<file path="src/rtl/nw_pkg.sv">
// Shared types and scoring constants for the Needleman-Wunsch fill sequencer.
package nw_pkg;

    localparam int SCORE_W      = 9;
    localparam int DEF_MATCH    = 1;
    localparam int DEF_MISMATCH = -1;
    localparam int DEF_GAP      = -2;

    typedef logic signed [SCORE_W-1:0] score_t;
    typedef logic signed [SCORE_W:0]   wide_t;

    typedef enum logic [2:0] {
        S_IDLE,
        S_INIT,
        S_READ,
        S_CALC,
        S_WRITE,
        S_NEXT,
        S_DONE
    } state_t;

    // Clamp a one-bit-wider sum back into the score range.
    function automatic score_t saturate(input wide_t v);
        if (v[SCORE_W] != v[SCORE_W-1])
            return {v[SCORE_W], {(SCORE_W-1){~v[SCORE_W]}}};
        return v[SCORE_W-1:0];
    endfunction

endpackage

</file>
<file path="src/rtl/nw_fill_ctrl_max3.sv">
// Cell score: best of diag+match/mismatch, up+gap, left+gap, saturated.
module nw_max3
    import nw_pkg::*;
#(
    parameter int MATCH    = DEF_MATCH,
    parameter int MISMATCH = DEF_MISMATCH,
    parameter int GAP      = DEF_GAP
) (
    input  logic signed [SCORE_W-1:0] diag,
    input  logic signed [SCORE_W-1:0] up,
    input  logic signed [SCORE_W-1:0] left,
    input  logic                      match,
    output logic signed [SCORE_W-1:0] max
);

    wide_t d_w;
    wide_t u_w;
    wide_t l_w;
    wide_t best;

    always_comb begin
        d_w  = wide_t'(diag) + (match ? wide_t'(MATCH) : wide_t'(MISMATCH));
        u_w  = wide_t'(up) + wide_t'(GAP);
        l_w  = wide_t'(left) + wide_t'(GAP);
        best = d_w;
        if (u_w > best) best = u_w;
        if (l_w > best) best = l_w;
    end

    assign max = saturate(best);

endmodule

</file>
<file path="src/rtl/nw_fill_ctrl.sv">
// Border init, neighbour read, and cell insert sequencing for the
// score-matrix fill, walking cells row-major.
module nw_fill_ctrl
    import nw_pkg::*;
#(
    parameter int N        = 5,
    parameter int MATCH    = DEF_MATCH,
    parameter int MISMATCH = DEF_MISMATCH,
    parameter int GAP      = DEF_GAP,
    localparam int BitAddr = $clog2(N + 1)
) (
    input  logic                      clk,
    input  logic                      rst,
    input  logic                      start,
    input  logic                      match,
    input  logic                      signal,
    input  logic signed [SCORE_W-1:0] diag,
    input  logic signed [SCORE_W-1:0] up,
    input  logic signed [SCORE_W-1:0] left,
    output logic                      en_init,
    output logic                      we,
    output logic [BitAddr:0]          addr_init,
    output logic signed [SCORE_W-1:0] data_init,
    output logic                      en_read,
    output logic                      en_ins,
    output logic [BitAddr:0]          i,
    output logic [BitAddr:0]          j,
    output logic signed [SCORE_W-1:0] max,
    output logic                      change_index,
    output logic                      busy,
    output logic                      done
);

    typedef logic [BitAddr:0] idx_t;

    localparam idx_t LAST_K  = idx_t'(N);
    localparam idx_t LAST_IJ = idx_t'(N - 1);
    localparam idx_t ONE     = idx_t'(1);

    state_t state_q, state_d;
    idx_t   k_q, k_d;
    idx_t   i_q, i_d;
    idx_t   j_q, j_d;
    score_t max_q, max_d;
    score_t cell_max;
    logic   sig_q;

    nw_max3 #(
        .MATCH   (MATCH),
        .MISMATCH(MISMATCH),
        .GAP     (GAP)
    ) u_max3 (
        .diag (diag),
        .up   (up),
        .left (left),
        .match(match),
        .max  (cell_max)
    );

    // sig_q follows signal every cycle, so only a toggle seen while in READ counts.
    always_ff @(posedge clk) begin
        if (rst) begin
            state_q <= S_IDLE;
            k_q     <= '0;
            i_q     <= '0;
            j_q     <= '0;
            max_q   <= '0;
            sig_q   <= signal;
        end else begin
            state_q <= state_d;
            k_q     <= k_d;
            i_q     <= i_d;
            j_q     <= j_d;
            max_q   <= max_d;
            sig_q   <= signal;
        end
    end

    always_comb begin
        state_d      = state_q;
        k_d          = k_q;
        i_d          = i_q;
        j_d          = j_q;
        max_d        = max_q;
        en_init      = 1'b0;
        we           = 1'b0;
        addr_init    = '0;
        data_init    = '0;
        en_read      = 1'b0;
        en_ins       = 1'b0;
        change_index = 1'b0;
        busy         = 1'b0;
        done         = 1'b0;
        unique case (state_q)
            S_IDLE: begin
                if (start) begin
                    state_d = S_INIT;
                    k_d     = '0;
                    i_d     = '0;
                    j_d     = '0;
                end
            end
            S_INIT: begin
                en_init   = 1'b1;
                we        = 1'b1;
                busy      = 1'b1;
                addr_init = k_q;
                data_init = score_t'(int'(k_q) * GAP);
                if (k_q == LAST_K) state_d = S_READ;
                else               k_d     = k_q + ONE;
            end
            S_READ: begin
                en_read = 1'b1;
                busy    = 1'b1;
                if (signal != sig_q) state_d = S_CALC;
            end
            S_CALC: begin
                busy    = 1'b1;
                max_d   = cell_max;
                state_d = S_WRITE;
            end
            S_WRITE: begin
                en_ins  = 1'b1;
                we      = 1'b1;
                busy    = 1'b1;
                state_d = S_NEXT;
            end
            S_NEXT: begin
                change_index = 1'b1;
                busy         = 1'b1;
                if (j_q < LAST_IJ) begin
                    j_d = j_q + ONE;
                end else begin
                    j_d = '0;
                    i_d = i_q + ONE;
                end
                if (i_q == LAST_IJ && j_q == LAST_IJ) state_d = S_DONE;
                else                                  state_d = S_READ;
            end
            S_DONE: begin
                done    = 1'b1;
                state_d = S_IDLE;
            end
            default: state_d = S_IDLE;
        endcase
    end

    assign i   = i_q;
    assign j   = j_q;
    assign max = max_q;

endmodule

</file>
<file path="config.mk">
export PLATFORM = sky130hd
export DESIGN_NAME = nw_fill_ctrl
export DESIGN_NICKNAME = d
export VERILOG_FILES = /design/src/rtl/nw_pkg.sv /design/src/rtl/nw_fill_ctrl_max3.sv /design/src/rtl/nw_fill_ctrl.sv
export SDC_FILE = /design/constraint.sdc
export NUM_CORES = 1
export LEC_CHECK = 0
export ABC_AREA = 1
export ABC_CLOCK_PERIOD_IN_PS = 8200
export BUFFER_PORTS_ARGS = -buffer_cell sky130_fd_sc_hd__buf_2
export CORE_ASPECT_RATIO = 0.75
export CORE_MARGIN = 2
export CORE_UTILIZATION = 59
export CTS_CLUSTER_SIZE = 24
export DETAILED_ROUTE_END_ITERATION = 7
export PLACE_DENSITY = 0.95
export SKIP_LAST_GASP = 1
export SYNTH_ARGS = -nofsm -noshare
export SYNTH_HDL_FRONTEND = slang
export SYNTH_SLANG_ARGS = --single-unit
</file>
<file path="constraint.sdc">
create_clock -name clk -period 8.2 [get_ports clk]
set_input_delay 1.64 -clock clk [delete_from_list [all_inputs] [get_ports clk]]
set_output_delay 1.64 -clock clk [all_outputs]
set_load 0.02 [all_outputs]
</file>
==> run metrics <==
status finished clean; first-pass GRT wire length 11.7 mm; setup TNS 0 ns; Die Wd about 85 um; largest family of logic cells by synthesized area simple AND/OR/NAND/NOR gates; largest net degree at the start of global routing 19; top_reg_cell synth dfxtp_1; Post-DP HPWL 5.73 mm; PortBufs 67; Int Pwr 305 uW; Required @ worst endpoint between 8 and 9 ns; Fill cells approximately 370; fin crit share 78.0%; CP max FO 15; mux cell area share after synthesis 0%; post-cts sizing count 0; Bufs on Longest Clock Path 2; CTS Sinks 25; Sw Ratio 51.9%; Worst Skew between 0.002 and 0.003 ns; Comb pwr share between 60% and 70%; Die Span Y roughly 65 um; IO Count 69; P_sw around 330 uW; drt drc 0; Hold Vio Cnt, Final 0; compound-gate portion of the synthesized area between 10% and 20%; WL/cell roughly 12 um; Slew @ Worst Pin 0.788 ns; synthesized-area fraction occupied by and/or/nand/nor cells 35.0%; Total GRT Usage approximately a quarter; Final setup viols 0; area of the multi-input gates ~2000 um2; Placeable Area about 4800 um2; Detailed Routing Iterations Pass 1 6; Seq/Total Area, Yosys around 17%; Arr. time, crit path roughly 6.6 ns; First DRT Iteration DRCs approximately 250; post-synthesis async set-or-reset flop share 0%; Final nets 595; maximum single-stage delay on the critical path 0.35 ns; critical path startpoint category input pin; HP Class flip-flop to flip-flop; CTS tree built; Worst-path clk slew around 0.090 ns; layout cells sized above 1 20.0%; antenna violations before repair 0; Final ANT Viol Nets 0; FF/Latch Area between 500 and 600 um2; Max rail drop VDD roughly 0.14 mV; RSZ-0062 raised after global routing no; vias per inst between 5 and 6; worst-skew pair later-pin latency between 0.2 and 0.3 ns; Root Buffer clkbuf_8; gr ovfl total 0; minimum clock period between 6 and 7 ns; Rows 22; critical path's slowest cell ha_1; Cells after Synth 462; Antenna Cells 0; Worst Hold Launch i[3]; Syn Area/Cell around 6.3 um2; Slew headroom between 40% and 50%; via count 3,064; total wire length 6.94 mm; vias in the first global route around 2,800; Pleak about 0.0019 uW; total CTS buffers 3; PwrDens a little under 200 nW/um2; Crit path top cell by count nand2_1; GP Congestion between 0.9 and 1; die area ~5500 um2; utilization after layout between 60% and 70%; Initial Utilization 60.1%; Setup Fix Bufs, Post-CTS 0; Critical R2R Launch state_q[1]; Post-synth EDFFs 0; Seq pwr share ~23%; CP endpoint kind flip-flop; synth unique cells 40; fin. max-slew vios 0; crit path from match; crit path kind input pin to flip-flop; syn_nets ~530; post-synthesis cell area roughly 2900 um2; Hold Buf Count CTS 0; Post-Synth XOR/XNOR Area 6.62%; clock power share 11.6%; H-tree depth 1; area growth from synthesis to layout 13.5%; MaxCap Viol Count 0; Post-Synth Adder-Cell Area between 15 and 20%; Syn. warnings 0; number of synthesized register bits 25; fmax 0.156 GHz
-- logic make-up (layout without fill, tap and decap cells) --
logic type	count (synthesis)	in the layout
adder cells (fa/ha/maj)	38	38
XOR/XNOR	21	21
AND/OR/NAND/NOR	228	228
flip-flops	25	25
other	1	1
buffers and inverters	93	155
AO/OA/AOI/OAI	56	56
-- worst paths after layout --
check | endpoint | slack (ns) | depth (start not counted)
hold reg to reg | i[3] | 0.48 | 2
setup reg to reg | max[7] | 6.10 | 7
hold / removal | i[3] | 0.48 | 2
setup / recovery | max[0] | 1.80 | 36
-- cell usage after synthesis (2+ instances only) --
| cell type | n | area [um2] |
|---|---|---|
| ha_1 | 37 | 463 |
| nand3_1 | 21 | 105 |
| a31oi_1 | 2 | 12.5 |
| xor2_1 | 13 | 114 |
| a21oi_1 | 32 | 160 |
| o21ai_2 | 3 | 26.3 |
| o21ai_1 | 2 | 10.0 |
| nor2_2 | 2 | 12.5 |
| inv_1 | 82 | 308 |
| dfxtp_1 | 25 | 500 |
| xnor2_1 | 7 | 61.3 |
| o21ai_0 | 12 | 60.1 |
| nor2_1 | 59 | 221 |
| nand4_1 | 2 | 12.5 |
| clkbuf_1 | 2 | 7.51 |
| nand2_2 | 20 | 125 |
| buf_4 | 4 | 30.0 |
| nand2_1 | 107 | 402 |
| nor3_1 | 9 | 45.0 |
-- layer usage --
metal | vias up | track usage [%] | share of wire (%)
met4 | 0 | 4.17 | 0.85
met1 | 1390 | 34.4 | 46
met3 | 8 | 3.95 | 6.6
met5 | - | 0 | 0
li1 | 1560 | - | -
met2 | 106 | 43.4 | 47
-- critical path: cells and delay by family --
kind | cells | cell delay, ns
buffers and inverters | 4 | 0.46
xor gates and xnor gates | 2 | 0.46
and+or+nand+nor | 23 | 2.35
adders and majority gates | 3 | 0.96
AOI/OAI and AO/OA | 4 | 0.75
-- area by class of cell --
class	instances	area share [%]
flip-flops and latches	25	15.2
clock inverters	1	0.152
repair buffers	67	10.2
well taps	60	2.29
clock buffers	3	1.26
inverters	84	9.98
multi-input cells	344	60.9
-- cells in the final DEF (no fill, tap or decap), types with 13 or more instances in the layout --
cell and instances:
inv_1 82, buf_2 67, nand2_2 20, xor2_1 13
ha_1 37, dfxtp_1 25, nand2_1 107, nand3_1 21
a21oi_1 32, nor2_1 59
-- state kept, by name, summed over array words and instances (netlist names) --
name and count:
max 9, i 4, j 4, k_q 4
state_q 3, sig_q 1
-- stage by stage --
step	power, uW	worst slack, ns	cell area [um2]	hold WS (ns)	std cells
final	634	1.80	3280	0.480	584
after floorplan	467	2.51	2890	0.484	462
after detailed placement	552	1.63	3240	0.471	580
after CTS	627	1.88	3280	0.483	584
after global placement	534	1.88	3240	0.462	580
after global routing	691	1.36	3280	0.497	584
-- power by group through the flow --
stage / logic, uW / clock network [uW] / registers, uW
after floorplan: 315 / 0 / 153
after global placement: 386 / 0 / 148
after detailed placement: 403 / 0 / 149
after CTS: 408 / 72.8 / 146
after global routing: 465 / 78.1 / 148
final: 414 / 73.4 / 146
Note: power is estimated with default switching activity, not from simulation.
